--- src/rtl/rtc_pkg.sv ---
// Shared definitions for the RTC manual time-set block.
// Holds the set-FSM state enum, the BCD time record, the parameter defaults
// and a BCD increment helper used by the edit registers.
package rtc_pkg;

    localparam int DEBOUNCE_DEPTH_DFLT = 8;
    localparam int REPEAT_DELAY_DFLT   = 500;
    localparam int REPEAT_RATE_DFLT    = 100;

    // Button bit positions inside push_button.
    localparam int BTN_SS = 0;
    localparam int BTN_MM = 1;
    localparam int BTN_HH = 2;

    // Wrap points of the two-digit fields, in BCD.
    localparam logic [7:0] HOURS_MAX  = 8'h23;
    localparam logic [7:0] MINSEC_MAX = 8'h59;

    typedef enum logic [1:0] {
        ST_RUN     = 2'd0,
        ST_CAPTURE = 2'd1,
        ST_EDIT    = 2'd2,
        ST_COMMIT  = 2'd3
    } rtc_state_e;

    typedef struct packed {
        logic [3:0] hh1;
        logic [3:0] hh0;
        logic [3:0] mm1;
        logic [3:0] mm0;
        logic [3:0] ss1;
        logic [3:0] ss0;
    } bcd_time_t;

    // Two-digit BCD increment that wraps to 00 after max_val, never carrying out.
    function automatic logic [7:0] bcd_inc(input logic [7:0] val, input logic [7:0] max_val);
        logic [7:0] res;
        if (val == max_val) begin
            res = 8'h00;
        end else if (val[3:0] == 4'd9) begin
            res = {val[7:4] + 4'd1, 4'd0};
        end else begin
            res = {val[7:4], val[3:0] + 4'd1};
        end
        return res;
    endfunction

endpackage

--- src/rtl/rtc_debounce.sv ---
// Synchronizer + sample-tick debouncer for one slow input.
// Ports:
//   i_clk, i_rst      : clock and synchronous active-high reset
//   i_tick            : one-cycle sample enable
//   i_raw             : asynchronous raw input (IDLE_LVL is its released/off level)
//   o_active          : debounced level, 1 = away from IDLE_LVL (pressed/on)
//   o_active_nxt      : value o_active takes at the next edge
//   o_press           : one-cycle pulse on the cycle after the tick that activates
module rtc_debounce
    import rtc_pkg::*;
#(
    parameter int   DEPTH    = DEBOUNCE_DEPTH_DFLT,
    parameter logic IDLE_LVL = 1'b1
) (
    input  logic i_clk,
    input  logic i_rst,
    input  logic i_tick,
    input  logic i_raw,
    output logic o_active,
    output logic o_active_nxt,
    output logic o_press
);

    localparam logic [DEPTH-1:0] ALL_IDLE = {DEPTH{IDLE_LVL}};

    logic [1:0]       r_sync;
    logic [DEPTH-1:0] r_shift;
    logic             r_active;
    logic             r_press;
    logic [DEPTH-1:0] w_shift_nxt;
    logic             w_all_idle;
    logic             w_all_act;
    logic             w_active_nxt;

    // Next debounced level: flips only when a tick fills the window with the opposite value.
    always_comb begin
        w_shift_nxt  = {r_shift[DEPTH-2:0], r_sync[1]};
        w_all_idle   = (w_shift_nxt == ALL_IDLE);
        w_all_act    = (w_shift_nxt == ~ALL_IDLE);
        w_active_nxt = r_active;
        if (i_tick) begin
            if (w_all_act) begin
                w_active_nxt = 1'b1;
            end else if (w_all_idle) begin
                w_active_nxt = 1'b0;
            end else begin
                w_active_nxt = r_active;
            end
        end else begin
            w_active_nxt = r_active;
        end
    end

    // Synchronizer, sample window, debounced level and activation pulse.
    always_ff @(posedge i_clk) begin
        if (i_rst) begin
            r_sync   <= {2{IDLE_LVL}};
            r_shift  <= ALL_IDLE;
            r_active <= 1'b0;
            r_press  <= 1'b0;
        end else begin
            r_sync <= {r_sync[0], i_raw};
            if (i_tick) begin
                r_shift <= w_shift_nxt;
            end else begin
                r_shift <= r_shift;
            end
            r_active <= w_active_nxt;
            r_press  <= w_active_nxt & ~r_active;
        end
    end

    assign o_active     = r_active;
    assign o_active_nxt = w_active_nxt;
    assign o_press      = r_press;

endmodule

--- src/rtl/rtc_time_set.sv ---
// Manual time-set front end for an RTC.
// Debounces three active-low buttons (hours/minutes/seconds) and the manual
// switch, adds press-and-hold auto-repeat, and runs a RUN/CAPTURE/EDIT/COMMIT
// FSM that snapshots the running time, lets the user bump each field, then
// offers the edited time to the counters with a valid/ready handshake.
// Ports:
//   clk50M, reset        : sole clock, synchronous active-high reset
//   sample_tick          : 1 kHz one-cycle debounce sample enable
//   push_button[2:0]     : active-low buttons, [2] hours [1] minutes [0] seconds
//   man_switch           : 1 = manual set mode
//   cur_*                : running time, BCD
//   set_*                : edited time, BCD (always the edit registers)
//   load_valid/ready     : load handshake toward the counters
//   setting              : high while editing
module rtc_time_set
    import rtc_pkg::*;
#(
    parameter int DEBOUNCE_DEPTH = DEBOUNCE_DEPTH_DFLT,
    parameter int REPEAT_DELAY   = REPEAT_DELAY_DFLT,
    parameter int REPEAT_RATE    = REPEAT_RATE_DFLT
) (
    input  logic       clk50M,
    input  logic       reset,
    input  logic       sample_tick,
    input  logic [2:0] push_button,
    input  logic       man_switch,
    input  logic [3:0] cur_hh1,
    input  logic [3:0] cur_hh0,
    input  logic [3:0] cur_mm1,
    input  logic [3:0] cur_mm0,
    input  logic [3:0] cur_ss1,
    input  logic [3:0] cur_ss0,
    output logic [3:0] set_hh1,
    output logic [3:0] set_hh0,
    output logic [3:0] set_mm1,
    output logic [3:0] set_mm0,
    output logic [3:0] set_ss1,
    output logic [3:0] set_ss0,
    output logic       load_valid,
    input  logic       load_ready,
    output logic       setting
);

    localparam int REP_MAX = (REPEAT_DELAY > REPEAT_RATE) ? REPEAT_DELAY : REPEAT_RATE;
    localparam int CW      = $clog2(REP_MAX + 1);

    logic [2:0]    w_held;
    logic [2:0]    w_held_nxt;
    logic [2:0]    w_deb_press;
    logic [2:0]    w_press;
    logic          w_man_on;
    logic          w_man_nxt_unused;
    logic          w_man_press_unused;

    logic [CW-1:0] r_rep_cnt [3];
    logic [2:0]    r_rep_phase;
    logic [2:0]    r_rep_press;
    rtc_state_e    r_state;
    bcd_time_t     r_edit;
    logic          r_load_valid;
    logic          r_setting;

    genvar g;
    for (g = 0; g < 3; g++) begin : g_btn
        rtc_debounce #(.DEPTH(DEBOUNCE_DEPTH), .IDLE_LVL(1'b1)) u_deb (
            .i_clk        (clk50M),
            .i_rst        (reset),
            .i_tick       (sample_tick),
            .i_raw        (push_button[g]),
            .o_active     (w_held[g]),
            .o_active_nxt (w_held_nxt[g]),
            .o_press      (w_deb_press[g])
        );
    end

    rtc_debounce #(.DEPTH(DEBOUNCE_DEPTH), .IDLE_LVL(1'b0)) u_deb_man (
        .i_clk        (clk50M),
        .i_rst        (reset),
        .i_tick       (sample_tick),
        .i_raw        (man_switch),
        .o_active     (w_man_on),
        .o_active_nxt (w_man_nxt_unused),
        .o_press      (w_man_press_unused)
    );

    // Auto-repeat: count ticks only while a button was held before and stays held after
    // the tick, so a press edge or a release on the same tick restarts the count.
    always_ff @(posedge clk50M) begin
        if (reset) begin
            for (int b = 0; b < 3; b++) begin
                r_rep_cnt[b] <= '0;
            end
            r_rep_phase <= 3'b000;
            r_rep_press <= 3'b000;
        end else begin
            for (int b = 0; b < 3; b++) begin
                r_rep_press[b] <= 1'b0;
                if (!w_held[b] || !w_held_nxt[b]) begin
                    r_rep_cnt[b]   <= '0;
                    r_rep_phase[b] <= 1'b0;
                end else if (sample_tick) begin
                    if (!r_rep_phase[b] && (r_rep_cnt[b] == CW'(REPEAT_DELAY - 1))) begin
                        r_rep_press[b] <= 1'b1;
                        r_rep_cnt[b]   <= '0;
                        r_rep_phase[b] <= 1'b1;
                    end else if (r_rep_phase[b] && (r_rep_cnt[b] == CW'(REPEAT_RATE - 1))) begin
                        r_rep_press[b] <= 1'b1;
                        r_rep_cnt[b]   <= '0;
                    end else begin
                        r_rep_cnt[b] <= r_rep_cnt[b] + CW'(1);
                    end
                end else begin
                    r_rep_cnt[b] <= r_rep_cnt[b];
                end
            end
        end
    end

    assign w_press = w_deb_press | r_rep_press;

    // Set FSM with the edit registers and registered handshake/status outputs.
    always_ff @(posedge clk50M) begin
        if (reset) begin
            r_state      <= ST_RUN;
            r_edit       <= '0;
            r_load_valid <= 1'b0;
            r_setting    <= 1'b0;
        end else begin
            case (r_state)
                ST_RUN: begin
                    r_load_valid <= 1'b0;
                    r_setting    <= 1'b0;
                    if (w_man_on) begin
                        r_state <= ST_CAPTURE;
                    end else begin
                        r_state <= ST_RUN;
                    end
                end
                ST_CAPTURE: begin
                    r_edit    <= '{cur_hh1, cur_hh0, cur_mm1, cur_mm0, cur_ss1, cur_ss0};
                    r_setting <= 1'b1;
                    r_state   <= ST_EDIT;
                end
                ST_EDIT: begin
                    // Fields are independent: each button only touches its own pair.
                    if (w_press[BTN_HH]) begin
                        {r_edit.hh1, r_edit.hh0} <= bcd_inc({r_edit.hh1, r_edit.hh0}, HOURS_MAX);
                    end
                    if (w_press[BTN_MM]) begin
                        {r_edit.mm1, r_edit.mm0} <= bcd_inc({r_edit.mm1, r_edit.mm0}, MINSEC_MAX);
                    end
                    if (w_press[BTN_SS]) begin
                        {r_edit.ss1, r_edit.ss0} <= bcd_inc({r_edit.ss1, r_edit.ss0}, MINSEC_MAX);
                    end
                    if (!w_man_on) begin
                        r_setting    <= 1'b0;
                        r_load_valid <= 1'b1;
                        r_state      <= ST_COMMIT;
                    end else begin
                        r_state <= ST_EDIT;
                    end
                end
                ST_COMMIT: begin
                    // The switch is ignored here; the handshake always completes first.
                    if (load_ready) begin
                        r_load_valid <= 1'b0;
                        r_state      <= ST_RUN;
                    end else begin
                        r_state <= ST_COMMIT;
                    end
                end
                default: begin
                    r_state      <= ST_RUN;
                    r_load_valid <= 1'b0;
                    r_setting    <= 1'b0;
                end
            endcase
        end
    end

    assign set_hh1    = r_edit.hh1;
    assign set_hh0    = r_edit.hh0;
    assign set_mm1    = r_edit.mm1;
    assign set_mm0    = r_edit.mm0;
    assign set_ss1    = r_edit.ss1;
    assign set_ss0    = r_edit.ss0;
    assign load_valid = r_load_valid;
    assign setting    = r_setting;

endmodule

--- config.mk ---
export PLATFORM = sky130hd
export DESIGN_NAME = rtc_time_set
export DESIGN_NICKNAME = d
export VERILOG_FILES = /design/src/rtl/rtc_pkg.sv /design/src/rtl/rtc_debounce.sv /design/src/rtl/rtc_time_set.sv
export SDC_FILE = /design/constraint.sdc
export NUM_CORES = 1
export LEC_CHECK = 0
export CORE_MARGIN = 2
export CORE_UTILIZATION = 30
export CTS_CLUSTER_DIAMETER = 40
export DETAILED_ROUTE_END_ITERATION = 8
export GPL_TIMING_DRIVEN = 0
export HOLD_SLACK_MARGIN = 0.15
export SYNTH_ARGS = -nofsm -noshare
export SYNTH_HDL_FRONTEND = slang
export SYNTH_SLANG_ARGS = --single-unit
export TNS_END_PERCENT = 100
--- constraint.sdc ---
create_clock -name clk50M -period 4.4 [get_ports clk50M]
set_input_delay 1.32 -clock clk50M [delete_from_list [all_inputs] [get_ports clk50M]]
set_output_delay 1.32 -clock clk50M [all_outputs]
set_load 0.02 [all_outputs]
==> flow_metrics.tcl, run 1 <==
set metrics [dict create \
    rows 47 \
    cp.arrival_ps 3530 \
    setup_viol 0 \
    grt_pass1_wl_mm 20.6 \
    die_y_um 134 \
    synth_top_area_share 0.304 \
    rr_endpoint "set_mm0[2]$_SDFFE_PP0P_" \
    layout.nets 662 \
    cp-end-kind "flip-flop" \
    die-area_um2 17900 \
    tightest_slew_ps 853 \
    synth_area_leaders "dfxtp_1 30%, edfxtp_1 16%, ha_1 4.7%, nor2_1 4.1%, nand2_1 3.4%" \
    cts-resized-gates 0 \
    hold_violations 0 \
    startpoint_type "primary input" \
    final_area_um2 6170 \
    vdd_ir_drop_max_mv 0.204 \
    detail_route.wl_per_cell_um 14.8 \
    ys_warn_count 0 \
    grt-ovfl-total 0 \
    fin_skew_ps 8.65 \
    cts_inserted_buffers 9 \
    clk_root_buffer_cell "clkbuf_16" \
    post-dp-hpwl_mm 9.04 \
    drtIter0Drc 232 \
    critPathRequiredTime_ps 4400 \
    avgSynthCellArea_um2 9.33 \
    path_max_fanout 10 \
    synth_edf_count 27 \
    wirelength_mm 12.4 \
    fillerInstances 1645 \
    hp-class "flip-flop to flip-flop" \
    place_area_um2 5910 \
    coreArea_um2 16500 \
    first_global_vias 4119 \
    htreeDepth 3 \
    via_per_inst 5.09 \
    r2r-start "r_state[0]$_SDFF_PP0_" \
    fmax_mhz 283 \
    totalPowerFinal_mw 2.12 \
    clockBufferDepth 2 \
    slew_viol_final 0 \
    cts-hold-fix-buffers 0 \
    grt_use_total 0.140 \
    path_class "primary input to flip-flop" \
    area.growth.synth_to_final_pct 21.8 \
    drive_gt1_frac 0.0682 \
    ys.flop_type "dfxtp_1" \
    path_clk_slew_ps 60 \
    synthCells 543 \
    fin_crit_sh 0.803 \
    synth_cell_types 60 \
    cts_setup_buffers 0 \
    utilization 0.373 \
    drc 0 \
    vias 4252 \
    max_slew_margin 0.427 \
    num_antenna_cells 0 \
    endpoint "r_rep_cnt[1][5]$_SDFFCE_PN0P_" \
    start_util 0.307 \
    cts_tree "done" \
    rrSetupSlack_ps 2130 \
    yosysSeqAreaShare 0.464 \
    status "completed" \
    fin_crit_ps 3530 \
    rsz0062_at_grt "false" \
    antenna_found_initial 0 \
    r2r_cells 8 \
    crit_start "reset" \
    finalWeightedCongestion 0.821 \
    die_w_um 134 \
    synth_nets 594 \
    synth_area_um2 5060 \
    setup_tns_ps 0 \
    grt_max_degree 17 \
    p_per_area_nw_per_um2 344 \
    portBuffers 57 \
    drv_cap 0 \
    async_flop_share 0 \
    yosysTopAreaCell "dfxtp_1" \
    p_leak_nw 2.18 \
    pin_count 58 \
    clock-sinks 104 \
    ant_nets 0 \
    dr.pass1.iters 5 \
    synth_seq_cells 104 \
    clock_latency_ps 350 \
]
final cells by class:
class,count,area (µm²),area share
multi-input combinational,394,2530,0.411
tap,220,275,0.0446
timing repair buffer,57,571,0.0925
clock buffer,12,236,0.0383
sequential,104,2350,0.381
inverter,22,82.6,0.0134
clock inverter,4,22.5,0.00365
buffer,23,95.1,0.0154
state kept, by name (all words and copies together), names as in the netlist, 4 cells and up:
signal / flops
set_ss1: 4
set_mm0: 4
r_rep_cnt: 27
set_mm1: 4
set_ss0: 4
set_hh0: 4
u_deb_man.r_shift: 7
g_btn.u_deb.r_shift: 21
g_btn.u_deb.r_sync: 6
set_hh1: 4
critical path, stage by stage:
cell and delay [ps]:
clkdlybuf4s50_1 500, clkbuf_1 560, buf_1 550, nor2_1 200
nand2_1 400
cell families after synthesis:
kind of cell             synth area share
AND/OR/NAND/NOR                     0.241
flip-flops                          0.464
AO/OA/AOI/OAI                       0.146
buffers and inverters              0.0351
XOR/XNOR                           0.0346
adder cells (fa/ha/maj)            0.0469
multiplexers                       0.0321
worst min-delay path by stage:
stage,from,end,slack (ps),cells after the start
6_report,g_btn[1].u_deb.r_sync[0]$_SDFF_PP1_,g_btn[1].u_deb.r_sync[1]$_SDFF_PP1_,410,1
5_1_grt,g_btn[1].u_deb.r_sync[0]$_SDFF_PP1_,g_btn[1].u_deb.r_sync[1]$_SDFF_PP1_,420,1
4_1_cts,g_btn[1].u_deb.r_sync[0]$_SDFF_PP1_,g_btn[1].u_deb.r_sync[1]$_SDFF_PP1_,410,1
3_5_place_dp,g_btn[0].u_deb.r_sync[0]$_SDFF_PP1_,g_btn[0].u_deb.r_sync[1]$_SDFF_PP1_,390,1
3_3_place_gp,g_btn[1].u_deb.r_sync[0]$_SDFF_PP1_,g_btn[1].u_deb.r_sync[1]$_SDFF_PP1_,390,1
2_1_floorplan,g_btn[0].u_deb.r_sync[0]$_SDFF_PP1_,g_btn[0].u_deb.r_sync[1]$_SDFF_PP1_,390,1
report_power, final:
group          total (mW)  internal (mW)  switching (mW)  leakage [nW]
combinational       0.323          0.149           0.174          1.09
clock               0.729          0.382           0.347         0.128
sequential           1.07           1.02          0.0525         0.961
Yosys cell counts, types with 5 or more instances:
cell type / number
a211o_1: 15
a211oi_1: 7
a21oi_1: 23
and2_1: 13
and3_1: 5
clkbuf_1: 18
dfxtp_1: 77
edfxtp_1: 27
ha_1: 19
inv_1: 21
mux2i_1: 14
nand2_1: 46
nand2b_1: 8
nand3_1: 18
nand4_1: 11
nor2_1: 55
nor2_2: 8
nor2b_1: 12
nor3_1: 33
nor4_1: 8
o21ai_0: 8
or2_2: 6
xnor2_1: 12
xor2_1: 8
per-stage QoR:
| step | cells | hold slack [ps] | setup WS, ps |
|---|---|---|---|
| after floorplan | 543 | 389 | 1820 |
| after global placement | 820 | 395 | 585 |
| after detailed placement | 820 | 393 | 488 |
| after CTS | 836 | 410 | 835 |
| after global routing | 836 | 421 | 705 |
| final | 836 | 409 | 869 |
cells in the final DEF (no fill, tap or decap), drive strengths merged, types with 4 or more instances in the layout:
cell / Yosys / final
a211o: 15 / 15
a211oi: 7 / 7
a21oi: 24 / 24
a221oi: 4 / 4
and2: 13 / 13
and3: 5 / 5
buf: 5 / 5
clkbuf: 18 / 30
clkdlybuf4s50: 0 / 57
clkinv: 0 / 4
dfxtp: 77 / 77
edfxtp: 27 / 27
ha: 19 / 19
inv: 22 / 22
mux2i: 14 / 14
nand2: 46 / 46
nand2b: 8 / 8
nand3: 18 / 18
nand3b: 4 / 4
nand4: 11 / 11
nor2: 63 / 63
nor2b: 12 / 12
nor3: 33 / 33
nor4: 8 / 8
o21ai: 12 / 12
o221a: 4 / 4
o2bb2ai: 4 / 4
o31ai: 5 / 5
or2: 6 / 6
xnor2: 12 / 12
xor2: 8 / 8
metal layers:
layer | vias to the layer above | track usage | part of all wire
met5 | - | 0 | 0
met4 | 0 | 0.0290 | 0.012
met3 | 13 | 0.0370 | 0.044
met2 | 99 | 0.231 | 0.47
met1 | 2045 | 0.186 | 0.47
li1 | 2095 | - | -
Power figures use the tool's default switching activity.
==> inputs of run 2 (changes only) <==
Clock period 4.4 ns to 3 ns, I/O delays scaled along.
==> run 2 against run 1 <==
  * Clock-buffer cell count stayed put
  * Via count stayed put
  * Register-to-register slack worse by 1400 ps
  * Global-route usage stayed put
  * Die area stayed put
  * Worst hold slack better by 0.84 ps
  * Wire length is 1.4% lower
  * Sequential power is 47% higher
  * Cell count is 0.12% lower
  * Core utilization hardly changed
  * Design area hardly changed
  * Critical path type unchanged
==> flow_metrics.tcl, run 2 (synthesized netlist as in run 1, its figures left out) <==
set metrics [dict create \
    largest_register "r_rep_cnt" \
    start_util 0.307 \
    crit_slowest_cell "clkdlybuf4s50_1" \
    vdd_ir_drop_max_mv 0.289 \
    path_class "primary input to flip-flop" \
    critPathRequiredTime_ps 2990 \
    place_area_um2 5910 \
    wirelength_mm 12.2 \
    largest_reg_flops 27 \
    htreeDepth 3 \
    rows 47 \
    ant_nets 0 \
    final_common_cell "dfxtp_1" \
    worst_hold_slack_ps 410 \
    cts_inserted_buffers 9 \
    hp-start "g_btn[1].u_deb.r_sync[0]$_SDFF_PP1_" \
    hold_violations 0 \
    cp-end-kind "flip-flop" \
    slew_viol_final 0 \
    area.growth.synth_to_final_pct 21.8 \
    drc 0 \
    final_area_um2 6170 \
    crit_start "sample_tick" \
    grt_pass1_wl_mm 20.6 \
    grt_max_degree 17 \
    cp.arrival_ps 2800 \
    pre_cts_ws_ps -492 \
    grt_use_total 0.140 \
    drive_gt1_frac 0.0715 \
    status "completed" \
    path_max_fanout 10 \
    die_w_um 134 \
    cts_setup_buffers 0 \
    rsz0062_at_grt "false" \
    fmax_mhz 356 \
    r2r-start "r_state[0]$_SDFF_PP0_" \
    pin_count 58 \
    p_leak_nw 2.19 \
    cpPeakStageDelay_ps 620 \
    fin_crit_sh 0.936 \
    startpoint_type "primary input" \
    die-area_um2 17900 \
    p_per_area_nw_per_um2 503 \
    hp-class "flip-flop to flip-flop" \
    drv_cap 0 \
    die_y_um 134 \
    clock_latency_ps 340 \
    path_clk_slew_ps 70 \
    fin_ws_ps 191 \
    fin_skew_ps 6.40 \
    path_cells "clkdlybuf4s50_1 > clkbuf_1 > clkbuf_2 > nor2_1 > nand2_1" \
    largestRegisters "r_rep_cnt (27), g_btn.u_deb.r_shift (21), u_deb_man.r_shift (7)" \
    drtIter0Drc 228 \
    coreArea_um2 16500 \
    max_slew_margin 0.408 \
    vias 4252 \
    detail_route.wl_per_cell_um 14.6 \
    mostFrequentLayoutCells "77 x dfxtp_1, 57 x clkdlybuf4s50_1, 55 x nor2_1, 46 x nand2_1, 33 x nor3_1" \
    fin_crit_ps 2810 \
    tightest_slew_ps 881 \
    via_per_inst 5.09 \
    first_global_vias 4120 \
    clk_root_buffer_cell "clkbuf_16" \
    finalWeightedCongestion 0.821 \
    num_antenna_cells 0 \
    cts_tree "done" \
    clockBufferDepth 2 \
    dr.pass1.iters 5 \
    layout.nets 661 \
    post-dp-hpwl_mm 9.04 \
    grt-ovfl-total 0 \
    setup_viol 0 \
    cts-hold-fix-buffers 0 \
    portBuffers 57 \
    antenna_found_initial 0 \
    clock-sinks 104 \
]
[run 2: cell count changes in the layout (fill, tap and decap cells not counted)]
cell      delta
buf_1        -1
clkbuf_2     +2
clkbuf_1     -2
[run 2: path summary, 6_finish.rpt]
path,end,slack (ps),cells past startpoint
worst max-delay path,r_rep_cnt[1][5]$_SDFFCE_PN0P_,190,5
worst min-delay path,g_btn[1].u_deb.r_sync[1]$_SDFF_PP1_,410,1
worst max register to register,set_hh0[0]$_SDFFE_PP0P_,760,7
worst min register to register,g_btn[1].u_deb.r_sync[1]$_SDFF_PP1_,410,1
[run 2: repair_timing]
| action | 4_1_cts | 5_1_grt |
|---|---|---|
| resized for setup | 2 | 0 |
| gates cloned | 0 | 0 |
| setup endpoints to repair | 27 | 11 |
[run 2: report_power, final]
| group | internal (mW) | leakage (nW) | switching, mW |
|---|---|---|---|
| registers | 1.49 | 0.961 | 0.0770 |
| clock network | 0.560 | 0.128 | 0.501 |
| logic | 0.219 | 1.10 | 0.254 |
[run 2: stage by stage]
stage / std cells / total power, mW / utilization / TNS [ps]
after global placement: 820 / 2.06 / 0.358 / -11150
after global routing: 835 / 3.24 / 0.373 / 0
after detailed placement: 820 / 2.07 / 0.358 / -13590
after CTS: 836 / 3.13 / 0.374 / 0
final: 835 / 3.10 / 0.373 / 0
after floorplan: 543 / 1.86 / - / 0
[run 2: layer usage]
layer | part of all wire | track usage | wire length, µm
met1 | 0.47 | 0.186 | 5730
met4 | 0.011 | 0.0290 | 140
met3 | 0.047 | 0.0370 | 578
met2 | 0.47 | 0.231 | 5780
met5 | 0 | 0 | 0
[run 2: worst max-delay path, delay by kind of cell]
| family | cells | cell delay [ps] |
|---|---|---|
| buffers and inverters | 3 | 1360 |
| AND/OR/NAND/NOR | 2 | 540 |
[run 2: cell type report]
cell class	instances	area, µm²
Clock inverter	4	22.5
Tap cell	220	275
Inverter	22	82.6
Buffer	22	93.8
Sequential cell	104	2350
Fill cell	1650	10400
Clock buffer	12	236
Timing Repair Buffer	57	571
Multi-Input combinational cell	394	2530
==> inputs of run 3 (changes only) <==
Settings changed: GPL_TIMING_DRIVEN 0 to unset, PLACE_DENSITY set to 0.47.
==> run 3 against run 2 <==
  * Global-route usage down 0.58 points
  * Die area unchanged
  * Cell count down 1.4%
  * Critical path depth up 1
  * Sequential power about the same
  * Combinational power down 0.8%
  * Register-to-register slack worse by 20 ps
  * Worst hold slack worse by 0.66 ps
  * Sequential cell count unchanged
  * Via count down 4.2%
  * Critical path type unchanged
  * Highest routed layer unchanged
==> flow_metrics.tcl, run 3 (synthesized netlist as in run 1, its figures left out) <==
set metrics [dict create \
    post-dp-hpwl_mm 8.06 \
    num_antenna_cells 0 \
    placedCellCount 807 \
    dr.pass1.iters 4 \
    whs_path_depth 1 \
    totalPowerFinal_mw 3.22 \
    final_area_um2 6190 \
    die_y_um 134 \
    finalWeightedCongestion 0.750 \
    start_util 0.307 \
    cpPeakStageDelay_ps 500 \
    path_cells "clkdlybuf4s50_1 > buf_12 > nand2_1 > o31ai_2 > or3_1 > nor2_2" \
    antenna_found_initial 0 \
    fin_ws_ps 567 \
    drive_gt1_frac 0.0862 \
    wirelength_mm 11.5 \
    setup_tns_ps 0 \
    rows 47 \
    clock-sinks 104 \
    area.growth.synth_to_final_pct 22.2 \
    final_cell_count_no_fill 823 \
    cp-end-kind "flip-flop" \
    r2r_cells 4 \
    path_clk_slew_ps 70 \
    portBuffers 57 \
    path_class "primary input to flip-flop" \
    largestRegisters "r_rep_cnt (27), g_btn.u_deb.r_shift (21), u_deb_man.r_shift (7)" \
    largest_reg_flops 27 \
    tightest_slew_ps 725 \
    drtIter0Drc 182 \
    mostFrequentLayoutCells "77 x dfxtp_1, 56 x clkdlybuf4s50_1, 55 x nor2_1, 46 x nand2_1, 33 x nor3_1" \
    clockBufferDepth 2 \
    pre_cts_ws_ps 170 \
    status "completed" \
    hold_violations 0 \
    first_global_vias 3702 \
    grt_max_degree 43 \
    path_max_fanout 26 \
    critPathRequiredTime_ps 3090 \
    layout.nets 649 \
    vdd_ir_drop_max_mv 0.318 \
    ant_nets 0 \
    setup_viol 0 \
    die_w_um 134 \
    cts_setup_buffers 0 \
    hp-class "flip-flop to flip-flop" \
    pin_count 58 \
    fin_crit_ps 2430 \
    final_common_cell "dfxtp_1" \
    rsz0062_at_grt "false" \
    startpoint_type "primary input" \
    via_per_inst 4.95 \
    cts-hold-fix-buffers 0 \
    cp.arrival_ps 2520 \
    max_slew_margin 0.512 \
    fin_crit_sh 0.811 \
    die-area_um2 17900 \
    drc 0 \
    place_area_um2 5900 \
    fin_skew_ps 8.01 \
    fmax_mhz 411 \
    coreArea_um2 16500 \
    worst_hold_slack_ps 409 \
    largest_register "r_rep_cnt" \
    grt_use_total 0.134 \
    cts_inserted_buffers 9 \
    p_leak_nw 2.21 \
    utilization 0.375 \
    grt_pass1_wl_mm 19.1 \
    htreeDepth 3 \
    drv_cap 0 \
    fillerInstances 1671 \
    cts_tree "done" \
    crit_slowest_cell "clkdlybuf4s50_1" \
    cp_top_family "buffers and inverters" \
    p_per_area_nw_per_um2 520 \
    slew_viol_final 0 \
    cts-resized-gates 0 \
    vias 4073 \
    detail_route.wl_per_cell_um 14.0 \
    grt-ovfl-total 0 \
    clock_latency_ps 350 \
    crit_buf_inv 2 \
    crit_cells 6 \
    clk_root_buffer_cell "clkbuf_16" \
]
[run 3: area by class of cell]
| cell class | count | area, µm² | area share |
|---|---|---|---|
| Clock inverter | 3 | 42.5 | 0.00687 |
| Multi-Input combinational cell | 394 | 2530 | 0.409 |
| Tap cell | 220 | 275 | 0.0445 |
| Sequential cell | 104 | 2350 | 0.380 |
| Clock buffer | 13 | 250 | 0.0404 |
| Timing Repair Buffer | 67 | 653 | 0.105 |
| Inverter | 22 | 82.6 | 0.0133 |
[run 3: worst register-to-register path: cells and delay by family (launching register included)]
kind               cells  cell delay, ps
and+or+nand+nor        3            1090
DFF                    1             500
AOI/OAI and AO/OA      1             390
[run 3: worst paths after layout]
check                                             end  slack, ps                                start
setup / recovery        r_rep_cnt[0][4]$_SDFFCE_PN0P_        570                          sample_tick
hold / removal    g_btn[1].u_deb.r_sync[1]$_SDFF_PP1_        410  g_btn[1].u_deb.r_sync[0]$_SDFF_PP1_
setup reg to reg        r_rep_cnt[0][4]$_SDFFCE_PN0P_        740        r_rep_cnt[0][4]$_SDFFCE_PN0P_
hold reg to reg   g_btn[1].u_deb.r_sync[1]$_SDFF_PP1_        410  g_btn[1].u_deb.r_sync[0]$_SDFF_PP1_
[run 3: routing by layer]
metal,track usage,vias to the layer above,part of all wire
li1,-,2078,-
met1,0.188,1922,0.51
met2,0.203,60,0.45
met3,0.0291,13,0.033
met4,0.0502,0,0.017
met5,0,-,0
[run 3: power by group]
group          total [mW]  internal [mW]  leakage [nW]  switching, mW
clock network        1.18          0.670         0.140          0.515
registers            1.57           1.49         0.961         0.0729
logic               0.469          0.222          1.11          0.247
total                3.22           2.38          2.21          0.834
